[config.mk]
export PLATFORM = sky130hd
export DESIGN_NAME = tlut_mvm_engine
export DESIGN_NICKNAME = d
export VERILOG_FILES = /design/src/rtl/tlut_mvm_engine.sv
export SDC_FILE = /design/constraint.sdc
export NUM_CORES = 2
export LEC_CHECK = 0
export BUFFER_PORTS_ARGS = -buffer_cell sky130_fd_sc_hd__buf_2
export CAP_MARGIN = 10
export CORE_MARGIN = 4
export CORE_UTILIZATION = 31
export CTS_CLUSTER_SIZE = 16
export DETAILED_ROUTE_END_ITERATION = 8
export GPL_ROUTABILITY_DRIVEN = 0
export PLACE_DENSITY = 0.59
export SYNTH_ARGS = -nofsm -noshare
export SYNTH_HDL_FRONTEND = slang
export SYNTH_SLANG_ARGS = --single-unit
[constraint.sdc]
create_clock -name clk -period 13.3 [get_ports clk]
set_input_delay 2.66 -clock clk [delete_from_list [all_inputs] [get_ports clk]]
set_output_delay 2.66 -clock clk [all_outputs]
set_load 0.02 [all_outputs]
[src/rtl/tlut_mvm_engine.sv]
// Temporal-LUT matrix-vector engine: y[r] += sum_c x[c]*w[r][c] via a shared ramp,
// with input/output handshakes, multi-tile accumulation and optional early termination.
module tlut_mvm_engine #(
  parameter int unsigned ROWS         = 4,
  parameter int unsigned COLS         = 8,
  parameter int unsigned INPUT_WIDTH  = 8,
  parameter int unsigned WEIGHT_WIDTH = 8,
  parameter int unsigned ACC_WIDTH    = 24,
  parameter int unsigned EARLY_TERM   = 1
) (
  input  logic                                clk,
  input  logic                                rst_n,
  input  logic                                in_valid,
  output logic                                in_ready,
  input  logic                                in_last,
  input  logic [COLS*INPUT_WIDTH-1:0]         in_data,
  input  logic [ROWS*COLS*WEIGHT_WIDTH-1:0]   in_weight,
  output logic                                out_valid,
  input  logic                                out_ready,
  output logic [ROWS*ACC_WIDTH-1:0]           out_data,
  output logic                                busy,
  output logic                                partial
);

  localparam int unsigned SUM_WIDTH = WEIGHT_WIDTH + $clog2(COLS);

  typedef enum logic [1:0] {IDLE, RUN, OUT} state_t;

  state_t                              state_q, state_d;
  logic [COLS*INPUT_WIDTH-1:0]         x_q;
  logic [ROWS*COLS*WEIGHT_WIDTH-1:0]   w_q;
  logic                                last_q;
  logic [INPUT_WIDTH-1:0]              t_q, tmax_q, tmax_in;
  logic [ROWS*ACC_WIDTH-1:0]           acc_q;
  logic signed [SUM_WIDTH-1:0]         row_sum [ROWS];
  logic                                accept, last_step, drain;

  // Ramp length for the offered tile: its largest input, or the full range
  always_comb begin
    tmax_in = '0;
    if (EARLY_TERM != 0) begin
      for (int unsigned c = 0; c < COLS; c++) begin
        if (in_data[c*INPUT_WIDTH +: INPUT_WIDTH] > tmax_in)
          tmax_in = in_data[c*INPUT_WIDTH +: INPUT_WIDTH];
      end
    end else begin
      tmax_in = '1;
    end
  end

  // Per-row sum of weights whose input is still above the ramp
  always_comb begin
    for (int unsigned r = 0; r < ROWS; r++) begin
      row_sum[r] = '0;
      for (int unsigned c = 0; c < COLS; c++) begin
        if (x_q[c*INPUT_WIDTH +: INPUT_WIDTH] > t_q)
          row_sum[r] = row_sum[r]
                     + SUM_WIDTH'($signed(w_q[(r*COLS+c)*WEIGHT_WIDTH +: WEIGHT_WIDTH]));
      end
    end
  end

  always_comb begin
    state_d   = state_q;
    accept    = 1'b0;
    last_step = 1'b0;
    drain     = 1'b0;
    case (state_q)
      IDLE: begin
        if (in_valid) begin
          accept = 1'b1;
          if (tmax_in == '0) state_d = in_last ? OUT : IDLE;
          else               state_d = RUN;
        end
      end
      RUN: begin
        if (t_q == tmax_q - INPUT_WIDTH'(1)) begin
          last_step = 1'b1;
          state_d   = last_q ? OUT : IDLE;
        end
      end
      OUT: begin
        if (out_ready) begin
          drain   = 1'b1;
          state_d = IDLE;
        end
      end
      default: state_d = IDLE;
    endcase
  end

  // State register and state-decoded handshake flags
  always_ff @(posedge clk or negedge rst_n) begin
    if (!rst_n) begin
      state_q   <= IDLE;
      in_ready  <= 1'b1;
      out_valid <= 1'b0;
      busy      <= 1'b0;
    end else begin
      state_q   <= state_d;
      in_ready  <= (state_d == IDLE);
      out_valid <= (state_d == OUT);
      busy      <= (state_d != IDLE);
    end
  end

  always_ff @(posedge clk or negedge rst_n) begin
    if (!rst_n) begin
      x_q     <= '0;
      w_q     <= '0;
      last_q  <= 1'b0;
      t_q     <= '0;
      tmax_q  <= '0;
      acc_q   <= '0;
      partial <= 1'b0;
    end else begin
      if (accept) begin
        x_q    <= in_data;
        w_q    <= in_weight;
        last_q <= in_last;
        t_q    <= '0;
        tmax_q <= tmax_in;
        if (tmax_in == '0 && !in_last) partial <= 1'b1;
      end
      if (state_q == RUN) begin
        t_q <= t_q + INPUT_WIDTH'(1);
        for (int unsigned r = 0; r < ROWS; r++)
          acc_q[r*ACC_WIDTH +: ACC_WIDTH] <= acc_q[r*ACC_WIDTH +: ACC_WIDTH]
                                           + ACC_WIDTH'(row_sum[r]);
        if (last_step && !last_q) partial <= 1'b1;
      end
      if (drain) begin
        acc_q   <= '0;
        partial <= 1'b0;
      end
    end
  end

  assign out_data = acc_q;

endmodule

==> results.sh <==
export IMPL_crit_required_ns=13.83
export IMPL_antenna_left=0
export IMPL_start_util=0.312
export IMPL_finalSetupViolations=6
export IMPL_multiInputGateArea_sq_mm=0.0259
export IMPL_critPathLaunchType="primary input"
export IMPL_slew_limit_headroom=0.203
export IMPL_portBuffers=424
export IMPL_grt_max_degree=199
export IMPL_synth_top_area_cell="dfrtp_1"
export IMPL_avgSynthCellArea_sq_um=8.14
export IMPL_worst_path_stages=63
export IMPL_synth_ff_type="dfrtp_1"
export IMPL_yosysUniqueCellTypes=73
export IMPL_area_growth_pct=22.9
export IMPL_wirelength_um=117000
export IMPL_cts_sinks=439
export IMPL_ff_latch_area_sq_mm=0.0110
export IMPL_clk_pin_slew_worst_paths_ns=0.06
export IMPL_numCtsBuffers=57
export IMPL_worst_r2r_cell_count=54
export IMPL_worst_pin_slew_ns=1.20
export IMPL_syn_cell_area_sq_mm=0.0375
export IMPL_die_y_um=356
export IMPL_mappedNetlistNets=5440
export IMPL_synth_area_leaders="dfrtp_1 29%, ha_1 16%, nand2_1 12%, o21ai_0 5.0%, mux2_2 5.0%"
export IMPL_ios=425
export IMPL_critPathMaxFanout=7
export IMPL_path_class="in -> reg"
export IMPL_skew_ns=0.0207
export IMPL_holdWs_ns=0.470
export IMPL_track_usage=0.180
export IMPL_post_route_min_period_ns=13.59
export IMPL_synth_common_cells="1,157 x nand2_1, 480 x ha_1, 438 x dfrtp_1"
export IMPL_drv_cap=0
export IMPL_synthCells=4603
export IMPL_cts_tree="yes"
export IMPL_synth_edf_count=0
export IMPL_min_path_cells=2
export IMPL_nNetsFinal=5983
export IMPL_fmax_mhz=73.6
export IMPL_critPathTopFamily="compound AO/OA/AOI/OAI gates"
export IMPL_synth_warnings=0
export IMPL_first_pass_iters=6
export IMPL_yosysMostFrequentCell="nand2_1"
export IMPL_vias=33400
export IMPL_drive_above_1_share=0.214
export IMPL_grt_pass1_vias=33000
export IMPL_grt_pass1_wl_um=182000
export IMPL_antenna_found_initial=30
export IMPL_drt_iter0_markers=1682
export IMPL_grt_overflow=0
export IMPL_status="finished, violations left"
export IMPL_num_rows=127
export IMPL_hold_viol=0
export IMPL_async_flop_share=1.00
export IMPL_rsz0062_at_grt="yes"
export IMPL_fillCellCount=12200
export IMPL_hold_buffers=0
export IMPL_setup_slack_ns=-0.286
export IMPL_cts_root_buf="clkbuf_16"
export IMPL_clock_path_buffers=3
export IMPL_netlist_area_leader_share=0.292
export IMPL_drv_slew=0
export IMPL_drc=0
export IMPL_routedWlPerCell_um=17.2
export IMPL_failed_checks="negative setup slack"
export IMPL_crit_top_cell="ha_1"
export IMPL_ys_seq_elements=439
export IMPL_h_tree_depth=2
export IMPL_max_stage_delay_ns=0.48
export IMPL_dieArea_sq_mm=0.127
export IMPL_clk_latency_ns=0.66
export IMPL_hold_path_class="reg -> reg"
export IMPL_cp_num_buf_inv=9
export IMPL_dieWidth_um=356
export IMPL_core_area_sq_mm=0.120
export IMPL_crit_slowest_cell="o41a_1"
export IMPL_yosysSeqAreaShare=0.293
export IMPL_via_per_inst=4.90
export IMPL_arrival_ns=14.12
export IMPL_post_dp_hpwl_um=89100
export IMPL_endpoint_kind="register"
export IMPL_period_share=1.02
[logic make-up (layout without fill, tap and decap cells)]
logic type	Yosys count	count (layout)	share of synthesized area
compound gates	1033	1033	0.168
xor+xnor	271	271	0.0663
fa+ha+maj	512	512	0.177
buf+inv	464	1054	0.0472
flops	439	439	0.293
mux	199	199	0.0587
other cells	0	19	0
simple gates	1685	1686	0.189
[worst paths after layout]
kind                             from  slack (ns)      endpoint
setup / recovery           in_data[1]       -0.29    state_q[0]
hold reg to reg              w_q[199]        0.47      w_q[199]
max in group asynchronous       rst_n        8.86        t_q[1]
hold / removal               w_q[199]        0.47      w_q[199]
min in group asynchronous       rst_n        2.06  out_data[16]
setup reg to reg               t_q[1]        0.74  out_data[47]
[worst min-delay path, stage by stage (launching register included)]
cell     delay [ns]
dfrtp_1        0.33
nand2_1        0.05
nand2_1        0.06
[per-stage QoR]
step	setup TNS [ns]	utilization	setup slack (ns)	cells	cell area, sq um
2_1_floorplan	-1.81	-	-0.355	4603	37800
5_1_grt	-6.61	0.384	-0.759	6811	46100
3_3_place_gp	-5.26	0.356	-0.661	6649	42700
6_report	-1.39	0.384	-0.286	6825	46100
3_5_place_dp	-10.55	0.356	-1.04	6649	42700
4_1_cts	0	0.376	0.0266	6776	45100
[metal layers]
metal  part of all wire  wire length, um  GRT usage  vias to the layer above
li1                   -                -          -                    16900
met1               0.48            55700      0.248                    15700
met2               0.43            50000      0.275                      611
met3              0.064             7540     0.0444                      206
met4              0.031             3650     0.0562                       24
met5             0.0014              161          0                        -
[sequential cells by signal, summed over array words and instances (netlist names), 2 cells and up]
register,flops
x_q,64
w_q,256
tmax_q,8
state_q,2
t_q,8
out_data,96
[cell type report]
type                       instances  share of cell area
inverter                         316              0.0258
tap                             1612              0.0438
sequential                       439               0.238
clock buffer                      72              0.0357
multi-input combinational       3701               0.563
antenna                           19             0.00103
clock inverter                    35             0.00961
timing repair buffer             631              0.0829
[layout by cell type (no fill, tap or decap), types with 36 or more instances in the layout]
cell type | Yosys | final
ha_1 | 480 | 461
xor2_1 | 69 | 69
a21oi_1 | 252 | 222
clkbuf_16 | 0 | 59
mux2_2 | 167 | 161
nor2b_1 | 60 | 58
dfrtp_1 | 438 | 437
o21ai_0 | 377 | 337
buf_2 | 0 | 420
nor3_1 | 59 | 56
buf_4 | 1 | 191
inv_1 | 316 | 306
nand2_1 | 1157 | 1149
nor2_1 | 190 | 173
nand3_1 | 47 | 43
and2_1 | 38 | 36
o21a_1 | 54 | 50
nand2b_1 | 48 | 47
o21bai_1 | 39 | 38
xnor2_1 | 194 | 194
a21o_1 | 98 | 97
[timing repair]
action                                  CTS  global route
gates resized for setup                  31           213
cloned                                    1             0
pin swaps                                29            66
endpoints found under the setup margin    7            52
buffers inserted                         20            32
endpoints found under the hold margin     0             0
Power is left out: the tool's default activity adds up to more than one toggle a clock period on the data nets, which glitch-free logic cannot reach.
